File: src/rtl/ctrl_modulo.sv
// ctrl_modulo: control FSM driving a repeated compare/subtract modulo datapath.
// Reports the quotient, a busy/done handshake and divide-by-zero / limit errors.
module ctrl_modulo #(
  parameter int unsigned  ALU_LAT  = 2,
  parameter int unsigned  W        = 16,
  parameter logic [W-1:0] MAX_ITER = W'(16'hFFFF)
) (
  input  logic         clk,
  input  logic         rst_i,
  input  logic         start_i,
  input  logic [W-1:0] zahl2_i,
  input  logic         valid_i,
  output logic [2:0]   alu_mode_o,
  output logic         wren_update_zahlen_o,
  output logic         wren_zahl1_to_erg_o,
  output logic         wren_term_erg_o,
  output logic         wren_res_to_erg_o,
  output logic         erg_to_alu_a_o,
  output logic         zahl2_to_alu_b_o,
  output logic         check_for_termination_o,
  output logic         busy_o,
  output logic         done_o,
  output logic         error_o,
  output logic [W-1:0] quotient_o
);

  localparam logic [2:0] ALU_NOP = 3'd0;
  localparam logic [2:0] ALU_SUB = 3'd1;
  localparam logic [2:0] ALU_CMP = 3'd2;

  localparam int CW = (ALU_LAT > 1) ? $clog2(ALU_LAT) : 1;
  localparam logic [CW-1:0] LAT_LAST = CW'(ALU_LAT - 1);

  typedef enum logic [3:0] {
    S_IDLE,
    S_LATCH,
    S_LOAD,
    S_INIT,
    S_CMP_ISSUE,
    S_CMP_WB,
    S_CHECK,
    S_SUB_ISSUE,
    S_SUB_WB,
    S_DONE,
    S_ERR
  } state_t;

  state_t         state;
  state_t         next;
  logic [CW-1:0]  wait_cnt;
  logic [W-1:0]   quot;
  logic           err;
  logic           issue;
  logic           lat_done;

  assign issue    = (state == S_CMP_ISSUE) || (state == S_SUB_ISSUE);
  assign lat_done = (wait_cnt == LAT_LAST);

  always_ff @(posedge clk) begin
    if (!rst_i) begin
      state    <= S_IDLE;
      wait_cnt <= '0;
      quot     <= '0;
      err      <= 1'b0;
    end else begin
      state <= next;
      if (issue && !lat_done) wait_cnt <= wait_cnt + 1'b1;
      else                    wait_cnt <= '0;
      // limit is tested in CHECK before this increment, so no wrap
      if (state == S_IDLE && start_i) quot <= '0;
      else if (state == S_SUB_WB)     quot <= quot + 1'b1;
      if (state == S_IDLE && start_i) err <= 1'b0;
      else if (next == S_ERR)         err <= 1'b1;
    end
  end

  always_comb begin
    next                    = state;
    alu_mode_o              = ALU_NOP;
    wren_update_zahlen_o    = 1'b0;
    wren_zahl1_to_erg_o     = 1'b0;
    wren_term_erg_o         = 1'b0;
    wren_res_to_erg_o       = 1'b0;
    erg_to_alu_a_o          = 1'b0;
    zahl2_to_alu_b_o        = 1'b0;
    check_for_termination_o = 1'b0;
    unique case (state)
      S_IDLE: if (start_i) next = S_LATCH;
      S_LATCH: next = (zahl2_i == '0) ? S_ERR : S_LOAD;
      S_LOAD: begin
        wren_update_zahlen_o = 1'b1;
        next                 = S_INIT;
      end
      S_INIT: begin
        wren_zahl1_to_erg_o = 1'b1;
        next                = S_CMP_ISSUE;
      end
      S_CMP_ISSUE: begin
        alu_mode_o       = ALU_CMP;
        erg_to_alu_a_o   = 1'b1;
        zahl2_to_alu_b_o = 1'b1;
        if (lat_done) next = S_CMP_WB;
      end
      S_CMP_WB: begin
        wren_term_erg_o = 1'b1;
        next            = S_CHECK;
      end
      S_CHECK: begin
        check_for_termination_o = 1'b1;
        if (valid_i)               next = S_DONE;
        else if (quot == MAX_ITER) next = S_ERR;
        else                       next = S_SUB_ISSUE;
      end
      S_SUB_ISSUE: begin
        alu_mode_o       = ALU_SUB;
        erg_to_alu_a_o   = 1'b1;
        zahl2_to_alu_b_o = 1'b1;
        if (lat_done) next = S_SUB_WB;
      end
      S_SUB_WB: begin
        wren_res_to_erg_o = 1'b1;
        next              = S_CMP_ISSUE;
      end
      S_DONE:  next = S_IDLE;
      S_ERR:   next = S_IDLE;
      default: next = S_IDLE;
    endcase
  end

  assign busy_o     = (state != S_IDLE);
  assign done_o     = (state == S_DONE) || (state == S_ERR);
  assign error_o    = err;
  assign quotient_o = quot;

endmodule

File: config.mk
export PLATFORM = sky130hd
export DESIGN_NAME = ctrl_modulo
export DESIGN_NICKNAME = d
export VERILOG_FILES = /design/src/rtl/ctrl_modulo.sv
export SDC_FILE = /design/constraint.sdc
export NUM_CORES = 1
export LEC_CHECK = 0
export ABC_CLOCK_PERIOD_IN_PS = 4850
export CORE_MARGIN = 8
export CORE_UTILIZATION = 65
export CTS_CLUSTER_SIZE = 16
export DETAILED_ROUTE_END_ITERATION = 7
export DONT_BUFFER_PORTS = 1
export GPL_TIMING_DRIVEN = 1
export HOLD_SLACK_MARGIN = 0.08
export PLACE_DENSITY = 0.81
export REMOVE_ABC_BUFFERS = 1
export SLEW_MARGIN = 5
export SYNTH_ARGS = -nofsm -noshare
export SYNTH_HDL_FRONTEND = slang
export SYNTH_SLANG_ARGS = --single-unit
File: constraint.sdc
create_clock -name clk -period 4.85 [get_ports clk]
set_clock_uncertainty 0.2 [all_clocks]
set_input_delay 0.2425 -clock clk [delete_from_list [all_inputs] [get_ports clk]]
set_output_delay 0.2425 -clock clk [all_outputs]
set_load 0.02 [all_outputs]
# Word level (Yosys, flattened, before mapping)
# Cells that the tools add are included.
[word_totals]
reg_bits = 22
inputBits = 20
out_inout_bits = 29
elab_cells = 45
[op_classes]
n_addsub = 2
n_eq_ne = 12
n_mux = 14
n_bitwise = 1
reduce_logical = 12
[ops]
columns = ["operator", "n"]
rows = [
  ["4-bit one-hot mux with 8 select lines", 1],
  ["4-bit two-way mux", 6],
  ["16-bit by 1-bit adder with 16-bit output, second input constant", 1],
  ["16-bit equality test, second input constant", 1],
  ["4-bit by 3-bit equality test with 1-bit output, second input constant", 4],
  ["4-bit equality test, second input constant", 4],
  ["16-bit logical NOT", 1],
  ["4-bit by 2-bit equality test with 1-bit output, second input constant", 2],
  ["1-bit two-way mux", 6],
  ["2-bit OR reduction", 3],
  ["4-bit by 1-bit equality test with 1-bit output, second input constant", 1],
  ["4-bit logical NOT", 1],
  ["2-bit one-hot mux with 2 select lines", 1],
  ["4-bit nonzero test", 1],
  ["1-bit logical AND", 2],
  ["1-bit logical OR", 2],
  ["2-bit AND reduction", 1],
  ["1-bit adder, second input constant", 1],
  ["1-bit logical NOT", 1],
  ["1-bit inverter", 1],
]

# Longest topological paths before layout
[logic_depth]
ltp_word = 5
ltp_mapped = 6
mapped_depth_nobuf = 6

# Worst setup path before layout
# Ideal clock, no wire load.
[synth_path]
path_type = "register to register"
startpoint = "register state[3]"
endpoint = "register quot[11] (netlist: quotient_o[11])"
setup_time_ns = 0.071
arrival_time_ns = 1.732
required_time_ns = 4.579
path_slack_ns = 2.847
stages_incl_launch_ff = 6
synth_period_minus_slack_ns = 2.003
cell_sequence = "dfxtp_1 buf_4 nor4b_4 nand4_4 or3_1 a21oi_1"
[synth_via]
elab_chain_cells = 3
[synth_rtl]
columns = ["item", "line", "source"]
rows = [
  ["from (decl)", "48", "state_t state;"],
  ["from (signal assigned)", "66", "state <= next;"],
  ["4-bit logical NOT", "70", "if (state == S_IDLE && start_i) quot <= '0;"],
  ["1-bit logical AND", "70", ""],
  ["2-bit OR reduction (no source line)", "n/a", ""],
  ["to (signal assigned)", "71", "else if (state == S_SUB_WB) quot <= quot + 1'b1;"],
  ["to (decl)", "51", "logic [W-1:0] quot;"],
]
# Parallel ways exist; a longest one is shown, timed or not.
# A chain may end at the register's enable or synchronous reset.

# Final worst setup path
[layout_path]
startpoint = "register state[1]"
endpoint = "register quot[14] (netlist: quotient_o[14])"
# The elaborated chain is that of the path after synthesis.

==> impl_results.md <==
* Die Span Y at ~58 um
* H-Tree Depth at 1
* Area of all placed cells without fillers at 1207 um^2
* Pin count of the biggest net entering global routing at 19
* Fraction of power spent switching nets at 0.2543
* Number of buffers added by the clock tree synthesis step at 3
* First DRT Iteration DRCs at 27
* Max-slew violation count at 0
* Die Width at approximately 58 um
* Cells after DPL at 161
* Overall track demand over capacity in global routing at 0.1609
* Cell area after placement at between 1000 and 1500 um^2
* Synthesized cell area at ~1200 um^2
* Crit-path max FO at 14
* Wire length of the first global-routing pass at approximately 4300 um
* Congestion Overflow GR at 0
* Proportion of synthesized area in mux cells at 0.01709
* TritonCTS Sinks at 22
* Fraction of power consumed by sequential logic at 0.640
* Complex-gate fraction of the synthesized area at 0.07479
* Average via count per standard cell at 6.024
* Core Box Area at 1708 um^2
* Final #Nets at ~160
* Starting density of the core at 0.6857
* Count of buffers inserted at the top-level ports at 0
* Startpoint kind of the worst setup timing path: register
* Via count at 1000
* Post-route clock period utilization at 0.4945
* Number of antenna violations at the first check in global routing at 0
* YS warnings at 0
* Remaining number of nets flagged by the antenna check after routing at 0
* Count of boundary I/O pins at 49
* Post-layout minimum cycle time at around 2400 ps
* # Max-Cap Violations at 0
* Die area at approximately 3400 um^2
* Setup TNS at 0 ps
* Final core occ at 0.7070
* Number of global-route vias before repair at a little over 900
* Number of buffers on the longest clock path at 2
* Adder-cell area share of the yosys netlist at 0.01068
* Setup repair after global routing missed its margin: no
* Worst-case headroom to the max-slew limit at 0.4563
* Detail Placement HPWL at ~2200 um
* Average wire per standard cell at 16.69 um
* Number of failing hold endpoints at the final stage at 0
* DRT Pass-1 Iters at 4
* XOR/XNOR Fraction of Synth Area at 0.09722
* Share of the synthesized area in the top cell type at 0.3761
* Simple-gate share of the synthesized area at 0.3825
* Layout overhead on the synthesized area at 3.098%
* Clock tree root buffer cell: clkbuf_4
* Syn avg cell area at ~8 um^2
* Element type at the critical path end: register
* Total inserted antenna cells at 0
* Last weighted congestion value of the routability-driven placer at 0.7745
* Internal Pwr Total at between 0.0002 and 0.00025 W
* Dominant combinational cell family by area after synthesis: simple AND/OR/NAND/NOR gates
* Worst Max-Slew Pin Slew at 812.2 ps
* Net switching power figure at 0.00007487 W
* Required time of the worst setup path at 4830 ps
* Source-to-sink clock delay at the later pin of the worst-skew pair at roughly 300 ps
* Arrival time at the worst endpoint at roughly 2400 ps
* Post-synthesis cell count at about 140
* Post-CTS setup-driven buffer insertion count at 0
* Ratio of cells with drive above 1 in the final layout at 0.03546
* Maximum VDD drop at roughly 0.00015 V
* Worst Hold Class: in2reg
* Cell area power density at ~240 nW/um^2
* Number of enable flip-flop cells after synthesis at 0
* Max Fclk at about 420 MHz
* Outcome: completed
* Leading cell types by total area after synthesis: dfxtp_1 38%, nor2_1 7.1%, xnor2_1 5.2%, xor2_1 4.5%, nor4_1 3.7%
* Library cell with the largest summed area after synthesis: dfxtp_1
* Portion of total power attributed to the clock network at 0.282
* Fraction of synthesis flops using an asynchronous set or reset pin at 0
* Standard-cell rows at 15
* #FFs+latches synth at 22
* Final setup violation count at 0
* CTS tree: done
* Flip-flop cell with the highest count after synthesis: dfxtp_1
* Clock slew seen by the registers of the worst setup and hold paths at 110 ps
* Combinational group share of total power at 0.078
* Final critical-path setup slack at 2452 ps
* Cell Count, Final, Fillers Out at 166
* DR DRC count at 0
* Standby leakage power at ~0.39 nW
* Kind of critical path: reg2reg
* WL final at around 2800 um
* Post-synthesis sequential area ratio at 0.3761
* Worst setup timing slack at the placement stage at between 2000 and 2500 ps
* Count of unique library cells instantiated by Yosys at 32
metrics by stage:
stage                     hold WS (ps)  power (W)
final                            96.82  0.0002944
after global routing             126.7  0.0003052
after CTS                        81.71  0.0002952
after detailed placement         204.0  0.0002142
after global placement           198.8  0.0002133
after floorplan                  198.3  0.0002092
placed cells by master, fill, tap and decap left out, types with 3 or more instances in the layout:
| master | netlist | final |
|---|---|---|
| nand4_1 | 6 | 6 |
| nand2b_1 | 5 | 5 |
| xnor2_1 | 7 | 7 |
| and3_1 | 3 | 3 |
| nand3_1 | 7 | 7 |
| or3_1 | 3 | 3 |
| o21ai_0 | 4 | 4 |
| xor2_1 | 6 | 6 |
| nor3_1 | 7 | 7 |
| dfxtp_1 | 22 | 22 |
| a21oi_1 | 7 | 7 |
| clkbuf_4 | 0 | 3 |
| nand2_1 | 10 | 10 |
| nor2_1 | 22 | 22 |
| nor4_1 | 7 | 7 |
cell families after synthesis:
kind of cell / Yosys count
adders and majority gates: 1
and+or+nand+nor: 80
buffers and inverters: 9
muxes: 2
other: 1
xor gates and xnor gates: 13
AOI/OAI and AO/OA: 15
DFF: 22
Yosys cell counts, drive strengths merged (3+ instances only):
master / n
dfxtp: 22
nor2: 22
nand2: 10
a21oi: 7
nand3: 7
nand4: 7
nor3: 7
nor4: 7
xnor2: 7
xor2: 6
nand2b: 5
clkbuf: 4
o21ai: 4
and3: 3
buf: 3
or3: 3
repair_timing:
action,in CTS,in global routing
gates resized for setup,0,0
hold buffers,2,0
endpoints found under the hold margin,4,0
sequential cells by signal, indices dropped and copies added, names as in the netlist:
register	flops
lat_done	1
quotient_o	16
error_o	1
state	4
worst max-delay path: stages (launching register included):
cell     delay, ps
dfxtp_1        480
nor4b_4        810
nand3_1        290
nor3_1         290
xnor2_1        140
nor2_1          50
power by group through the flow:
stage	sequential, W	combinational (W)	clock [W]
5_1_grt	0.000189	0.0000254	0.0000905
4_1_cts	0.000188	0.0000233	0.0000835
6_report	0.000188	0.0000230	0.0000829
2_1_floorplan	0.000191	0.0000181	0
3_3_place_gp	0.000192	0.0000211	0
3_5_place_dp	0.000192	0.0000217	0
cell type report:
type                            count  area (um^2)
Fill cell                         153        500.5
Multi-Input combinational cell    112        685.7
Clock buffer                        3        22.52
Timing Repair Buffer                2        20.02
Tap cell                           25        31.28
Sequential cell                    22        440.4
Inverter                            2        7.507
layer usage:
layer / global-route usage / share of wire / vias up / wire (um)
met5: 0 / 0 / - / 0
met4: 0.06294 / 0.0079 / 0 / 22
met3: 0.05435 / 0.11 / 4 / 302
met2: 0.2913 / 0.51 / 42 / 1407
met1: 0.1652 / 0.37 / 451 / 1039
li1: - / - / 503 / -
final timing paths:
path	startpoint	to	slack (ps)	cells past startpoint
setup / recovery	state[1]	quotient_o[14]	2450	5
hold / removal	zahl2_i[14]	state[3]	100	4
setup reg to reg	state[1]	quotient_o[14]	2450	5
hold reg to reg	state[3]	state[1]	390	1
(Power assumes the default switching activity.)
